File: config.mk
export PLATFORM = sky130hd
export DESIGN_NAME = fetch_decode_flat
export DESIGN_NICKNAME = d
export VERILOG_FILES = /design/src/rtl/fetch_decode_if.sv /design/src/rtl/fetch_decode.sv /design/src/flat_wrapper.sv
export SDC_FILE = /design/constraint.sdc
export NUM_CORES = 1
export LEC_CHECK = 0
export ABC_AREA = 1
export BUFFER_PORTS_ARGS = -buffer_cell sky130_fd_sc_hd__buf_2
export CAP_MARGIN = 15
export CORE_ASPECT_RATIO = 2
export CORE_MARGIN = 1.5
export CORE_UTILIZATION = 50
export CTS_CLUSTER_DIAMETER = 150
export DETAILED_ROUTE_END_ITERATION = 10
export PLACE_DENSITY = 0.84
export SYNTH_ARGS = -nofsm -noshare
export SYNTH_HDL_FRONTEND = slang
export SYNTH_SLANG_ARGS = --single-unit
export TNS_END_PERCENT = 1
File: constraint.sdc
create_clock -name i_clk -period 2.3 [get_ports i_clk]
set_input_delay 0.345 -clock i_clk [delete_from_list [all_inputs] [get_ports i_clk]]
set_output_delay 0.345 -clock i_clk [all_outputs]
set_load 0.01 [all_outputs]
File: src/rtl/fetch_decode_if.sv
// ---------------------------------------------------------------------------
// fetch_decode_if : bus bundle between the fetch/decode front end and its
// surroundings (program memory, execute-stage redirect, downstream decode
// consumer).
//
//   Program memory : o_mem_req, o_mem_addr -> / <- i_mem_ack, i_mem_data
//   Redirect       : i_branch, i_branch_target
//   Decode output  : o_valid, o_pc, o_opcode, o_dsel, o_asel, o_bsel,
//                    o_imm_sel, o_imm  -> / <- i_ready
//
// Modports:
//   master : the fetch_decode stage itself
//   slave  : the environment (memory, execute, downstream consumer)
// ---------------------------------------------------------------------------
interface fetch_decode_if;
   logic        o_mem_req;
   logic [15:0] o_mem_addr;
   logic        i_mem_ack;
   logic [15:0] i_mem_data;
   logic        i_branch;
   logic [15:0] i_branch_target;
   logic        o_valid;
   logic        i_ready;
   logic [15:0] o_pc;
   logic [3:0]  o_opcode;
   logic [1:0]  o_dsel;
   logic [1:0]  o_asel;
   logic [1:0]  o_bsel;
   logic        o_imm_sel;
   logic [15:0] o_imm;

   modport master (
      output o_mem_req, o_mem_addr,
      input  i_mem_ack, i_mem_data,
      input  i_branch, i_branch_target,
      output o_valid, o_pc, o_opcode, o_dsel, o_asel, o_bsel, o_imm_sel, o_imm,
      input  i_ready
   );

   modport slave (
      input  o_mem_req, o_mem_addr,
      output i_mem_ack, i_mem_data,
      output i_branch, i_branch_target,
      input  o_valid, o_pc, o_opcode, o_dsel, o_asel, o_bsel, o_imm_sel, o_imm,
      output i_ready
   );
endinterface

File: src/rtl/fetch_decode.sv
// ---------------------------------------------------------------------------
// fetch_decode : front-end stage of the 16-bit CPU.
//
// Fetches instruction words over a req/ack handshake, keeps the PC, and
// presents each decoded instruction (opcode, register selects, immediate)
// with a valid/ready handshake. LDI instructions carry a second word that
// becomes the immediate. A branch pulse from execute redirects the PC and
// cancels whatever is in flight.
//
// Ports:
//   i_clk  : clock, all state changes on the rising edge
//   i_rst  : synchronous active-high reset
//   bus    : fetch_decode_if.master (memory, redirect and decode signals)
//
// Instruction layout (bit 0 = MSB, i.e. bit 0 is word[15]):
//   [0:3] opcode  [4:5] dsel  [6:7] asel  [8:9] bsel
//   [10]  imm5 present        [11:15] signed imm5
// ---------------------------------------------------------------------------
module fetch_decode #(
   parameter logic [15:0] RESET_PC = 16'h0000,
   parameter logic [3:0]  LDI_OP   = 4'b1111
) (
   input  logic           i_clk,
   input  logic           i_rst,
   fetch_decode_if.master bus
);

   typedef enum logic [2:0] {
      IDLE,
      FETCH,
      FETCH_EXT,
      ISSUE,
      REDIRECT
   } state_t;

   state_t      state;
   state_t      state_nxt;

   logic [15:0] pc;
   logic        is_ldi;
   logic [3:0]  opcode;
   logic [1:0]  dsel;
   logic [1:0]  asel;
   logic [1:0]  bsel;
   logic        imm_sel;
   logic [15:0] imm;

   logic        mem_req;
   logic [15:0] mem_addr;
   logic        valid;
   logic        word_ack;
   logic        ext_ack;
   logic        handshake;

   function automatic logic [15:0] sext_imm5(input logic [4:0] f);
      return {{11{f[4]}}, f};
   endfunction

   // A branch in the same cycle as an ack discards the returned word.
   assign word_ack  = (state == FETCH)     && bus.i_mem_ack && !bus.i_branch;
   assign ext_ack   = (state == FETCH_EXT) && bus.i_mem_ack && !bus.i_branch;
   assign handshake = (state == ISSUE)     && bus.i_ready;

   always_comb begin
      state_nxt = state;
      mem_req   = 1'b0;
      mem_addr  = pc;
      valid     = 1'b0;
      case (state)
         IDLE: state_nxt = FETCH;
         FETCH: begin
            mem_req = 1'b1;
            if (bus.i_mem_ack)
               state_nxt = (bus.i_mem_data[15:12] == LDI_OP) ? FETCH_EXT : ISSUE;
         end
         FETCH_EXT: begin
            mem_req  = 1'b1;
            mem_addr = pc + 16'd1;
            if (bus.i_mem_ack)
               state_nxt = ISSUE;
         end
         ISSUE: begin
            valid = 1'b1;
            if (bus.i_ready)
               state_nxt = FETCH;
         end
         REDIRECT: state_nxt = FETCH;
         default:  state_nxt = IDLE;
      endcase
      // Redirect wins over every other transition; REDIRECT itself then
      // spends one cycle with the request low to drop the stale fetch.
      if (bus.i_branch)
         state_nxt = REDIRECT;
   end

   always_ff @(posedge i_clk) begin
      if (i_rst) begin
         state   <= IDLE;
         pc      <= RESET_PC;
         is_ldi  <= 1'b0;
         opcode  <= 4'd0;
         dsel    <= 2'd0;
         asel    <= 2'd0;
         bsel    <= 2'd0;
         imm_sel <= 1'b0;
         imm     <= 16'd0;
      end else begin
         state <= state_nxt;

         if (bus.i_branch)
            pc <= bus.i_branch_target;
         else if (handshake)
            pc <= pc + (is_ldi ? 16'd2 : 16'd1);

         if (word_ack) begin
            opcode <= bus.i_mem_data[15:12];
            dsel   <= bus.i_mem_data[11:10];
            asel   <= bus.i_mem_data[9:8];
            bsel   <= bus.i_mem_data[7:6];
            if (bus.i_mem_data[15:12] == LDI_OP) begin
               // Immediate arrives with the extension word.
               is_ldi  <= 1'b1;
               imm_sel <= 1'b1;
            end else begin
               is_ldi  <= 1'b0;
               imm_sel <= bus.i_mem_data[5];
               imm     <= bus.i_mem_data[5] ? sext_imm5(bus.i_mem_data[4:0]) : 16'd0;
            end
         end

         if (ext_ack)
            imm <= bus.i_mem_data;
      end
   end

   assign bus.o_mem_req  = mem_req;
   assign bus.o_mem_addr = mem_addr;
   assign bus.o_valid    = valid;
   assign bus.o_pc       = pc;
   assign bus.o_opcode   = opcode;
   assign bus.o_dsel     = dsel;
   assign bus.o_asel     = asel;
   assign bus.o_bsel     = bsel;
   assign bus.o_imm_sel  = imm_sel;
   assign bus.o_imm      = imm;

endmodule

File: src/flat_wrapper.sv
// flat-port wrapper written by rule: the top's interface ports become plain ports
module fetch_decode_flat 
#(
   parameter logic [15:0] RESET_PC = 16'h0000,
   parameter logic [3:0]  LDI_OP   = 4'b1111
)
  (i_clk, i_rst, bus_o_mem_req, bus_o_mem_addr, bus_i_mem_ack, bus_i_mem_data, bus_i_branch, bus_i_branch_target, bus_o_valid, bus_o_pc, bus_o_opcode, bus_o_dsel, bus_o_asel, bus_o_bsel, bus_o_imm_sel, bus_o_imm, bus_i_ready);
  fetch_decode_if bus_i ();
  input  logic i_clk;
  input  logic i_rst;
  output wire logic [$bits(bus_i.o_mem_req)-1:0] bus_o_mem_req;
  output wire logic [$bits(bus_i.o_mem_addr)-1:0] bus_o_mem_addr;
  input wire logic [$bits(bus_i.i_mem_ack)-1:0] bus_i_mem_ack;
  input wire logic [$bits(bus_i.i_mem_data)-1:0] bus_i_mem_data;
  input wire logic [$bits(bus_i.i_branch)-1:0] bus_i_branch;
  input wire logic [$bits(bus_i.i_branch_target)-1:0] bus_i_branch_target;
  output wire logic [$bits(bus_i.o_valid)-1:0] bus_o_valid;
  output wire logic [$bits(bus_i.o_pc)-1:0] bus_o_pc;
  output wire logic [$bits(bus_i.o_opcode)-1:0] bus_o_opcode;
  output wire logic [$bits(bus_i.o_dsel)-1:0] bus_o_dsel;
  output wire logic [$bits(bus_i.o_asel)-1:0] bus_o_asel;
  output wire logic [$bits(bus_i.o_bsel)-1:0] bus_o_bsel;
  output wire logic [$bits(bus_i.o_imm_sel)-1:0] bus_o_imm_sel;
  output wire logic [$bits(bus_i.o_imm)-1:0] bus_o_imm;
  input wire logic [$bits(bus_i.i_ready)-1:0] bus_i_ready;
  assign bus_o_mem_req = bus_i.o_mem_req;
  assign bus_o_mem_addr = bus_i.o_mem_addr;
  assign bus_i.i_mem_ack = bus_i_mem_ack;
  assign bus_i.i_mem_data = bus_i_mem_data;
  assign bus_i.i_branch = bus_i_branch;
  assign bus_i.i_branch_target = bus_i_branch_target;
  assign bus_o_valid = bus_i.o_valid;
  assign bus_o_pc = bus_i.o_pc;
  assign bus_o_opcode = bus_i.o_opcode;
  assign bus_o_dsel = bus_i.o_dsel;
  assign bus_o_asel = bus_i.o_asel;
  assign bus_o_bsel = bus_i.o_bsel;
  assign bus_o_imm_sel = bus_i.o_imm_sel;
  assign bus_o_imm = bus_i.o_imm;
  assign bus_i.i_ready = bus_i_ready;
  fetch_decode #(.RESET_PC(RESET_PC), .LDI_OP(LDI_OP)) u_core (.i_clk(i_clk), .i_rst(i_rst), .bus(bus_i));
endmodule
==> results by group <==
Status
  • Status: finished clean

Floorplan
  • Io pins: 98
  • Die Span X: ~55 um
  • Die ar.: approximately 5900 um2
  • Die height: ~110 um
  • Core area: between 5000 and 6000 um2
  • Starting Density: around half
  • Row cnt: 37

GRT
  • Gr busiest metal: met2
  • Number of global-route vias before repair: 2886
  • Largest net degree at the start of global routing: 25
  • Met2 usage: 52.30%
  • GR Util met1: approximately a quarter
  • First-pass GRT wire length: 11.99 mm
  • M3 GR Usage: 4.596%
  • Initial antenna violation count: 0
  • Total GRT Usage: approximately 28%
  • Grt ovf: 0

Timing
  • Max_slew headroom: 58.11%
  • Final setup skew: about 0.0089 ns
  • RSZ-0062 raised after global routing: true
  • Tmin final: 2.166 ns
  • Final Hold Violating Endpoints: 0
  • Hold WS: roughly 0.31 ns
  • Fin. max-slew vios: 0
  • Slew at the pin with the worst max-slew slack: roughly 0.63 ns
  • Post-route worst setup slack: roughly 0.13 ns
  • Setup Viol. Count Final: 0
  • Fmax: roughly 0.46 GHz
  • Final period utilization: 94.16%

Detailed routing
  • First-pass DRT Iterations: 4
  • Initial DRC count: 111
  • Via Count: between 3k and 4k
  • Via density: 5.372
  • DRC Markers: 0
  • Mean routed wirelength per cell: 13.76 um
  • Antenna-violating nets left: 0
  • Drt total wl: between 7 and 8 mm

Setup path
  • Reg-to-Reg End: u_core.bus.o_pc[14]
  • FF-to-FF path depth: 10
  • CP startpoint: u_core.state[2]
  • Setup CP Type: flip-flop to output port
  • RR Startpoint: u_core.bus.o_pc[0]
  • Reg2Reg Setup Slack: about 0.32 ns
  • WP data required: between 1.5 and 2 ns
  • Critical Path AT: approximately 1.8 ns
  • CP endpoint kind: output port
  • CP Launch Type: flip-flop
  • CP endpoint: bus_o_mem_addr[3]
  • Max FO, Critical Path: 3

Yosys
  • Yosys Warn Count: 0
  • Synth cell count leaders: nand2_1, nor2_1, dfxtp_1
  • Post-synth EDFFs: 0
  • Synth area leaders: dfxtp_1, nand2_1, nor2_1
  • Seq/Total Area, Yosys: a little over a third
  • Syn nets: approximately 460
  • Post-Syn Area: around 2700 um2
  • Synth area leader: dfxtp_1
  • Cells after Synth: about 420
  • Async SR Flop Fraction: 0%
  • Most frequent cell after synthesis: nand2_1
  • Synthesis-stage register bit count: 47
  • Top cell type's share of synthesized area: approximately a third
  • Synth Flop Type: dfxtp_1
  • Synth unique cells: 28
  • Syn avg cell area: approximately 6.4 um2

Place
  • IO buf count: 97
  • Dpl hpwl: between 6 and 7 mm
  • Final GP Congestion: about 0.87
  • Post-Place Worst Slack: roughly 0.39 ns

Clock tree
  • TritonCTS Buffers: 5
  • Clk sinks: 47
  • Worst-Skew Late Latency: approximately 0.30 ns
  • Clk pin slew, worst setup/hold paths: ~0.090 ns
  • Root Buffer: clkbuf_8
  • Number of H-tree levels: 2
  • CTS tree: built
  • Max clock buf depth: 2

Pwr
  • Power per cell area: ~530 nW/um2
  • Lkg Pwr: around 1.7 nW
  • Worst vdd ir: between 0.4 and 0.5 mV

Layout
  • ANT cells: 0
  • Layout cell share with drive strength beyond 1: 24.71%
  • P&R area growth vs syn: 24.20%
  • Final nets: between 500 and 600

Job
  • MaxCap Viol Count: 0

Worst hold path
  • Worst Hold Class: primary input to flip-flop
-- repair_timing --
item / CTS / global route
resized for setup: 0 / 3
hold buffers: 0 / 0
setup buffers: 0 / 1
setup endpoints to repair: 0 / 4
-- power by group --
part	internal [mW]	total, mW	switching (mW)
clock network	0.319	0.602	0.283
registers	0.845	0.881	0.0354
logic	0.120	0.305	0.185
total	1.28	1.79	0.503
-- layout by cell type (no fill, tap or decap), types with 5 or more instances in the layout --
cell	count
dfxtp_1	47
o21ai_0	39
nand4_1	6
xor2_1	13
nand3_1	22
a21oi_1	36
clkbuf_8	5
buf_4	9
nand2_1	114
inv_1	37
nor2_1	62
buf_2	97
-- metal layers --
metal  up-vias  share of wire, %  routed length, um
li1       1544                 -                  -
met1      1391                36               2814
met2       131                54               4284
met3        28               5.3                422
met4         0               5.1                403
met5         -                 0                  0
-- critical path, cell delays in order, from the launching register on --
cell and delay [ns]:
dfxtp_1 0.31, inv_1 0.10, nand2_2 0.11, inv_1 0.11, nand2_1 0.09, nor2_2 0.18, buf_4 0.16, xor2_1 0.28
buf_2 0.19
-- through the flow --
stage          cells  total power, mW  area (um2)  setup TNS [ns]  utilization (%)
3_5_place_dp     568            1.202        3226               0            62.21
5_1_grt          576            1.864        3346        -0.02903            64.53
2_1_floorplan    421            1.070        2694               0                -
4_1_cts          575            1.797        3328               0            64.19
6_report         576            1.788        3346               0            64.53
3_3_place_gp     568            1.195        3226               0            62.21
-- flip-flops by register name, summed over array words and instances (netlist names), 2 cells and up --
signal               cells
u_core.bus.o_imm        16
u_core.bus.o_pc         16
u_core.bus.o_opcode      4
u_core.state             3
u_core.bus.o_asel        2
u_core.bus.o_bsel        2
u_core.bus.o_dsel        2
-- worst min-delay path by stage --
stage                               from              endpoint  slack (ns)  depth (start not counted)
floorplan                          i_rst   u_core.bus.o_pc[15]        0.41                          1
global placement     u_core.bus.o_imm[7]   u_core.bus.o_imm[7]        0.45                          2
detailed placement  u_core.bus.o_imm[14]  u_core.bus.o_imm[14]        0.45                          2
CTS                    bus_i_mem_data[2]   u_core.bus.o_imm[2]        0.30                          3
global route           bus_i_mem_data[2]   u_core.bus.o_imm[2]        0.30                          3
finish                 bus_i_mem_data[1]   u_core.bus.o_imm[1]        0.31                          3
-- final cells by class --
| class | count | area [um2] |
|---|---|---|
| clock buffer | 6 | 72.57 |
| sequential | 47 | 940.9 |
| multi-input combinational | 317 | 1523 |
| fill | 510 | 1839 |
| timing repair buffer | 106 | 553.0 |
| inverter | 41 | 153.9 |
| tap | 58 | 72.57 |
| clock inverter | 1 | 30.03 |
-- kinds of logic (layout without fill, tap and decap cells) --
logic type	Yosys count	in the layout	synth area share (%)
compound gates	80	80	15.19
xor+xnor	13	13	4.227
fa+ha+maj	4	4	2.137
buf+inv	57	154	8.917
flops	47	47	34.93
simple gates	220	220	34.60
Note: power is estimated with default switching activity, not from simulation.
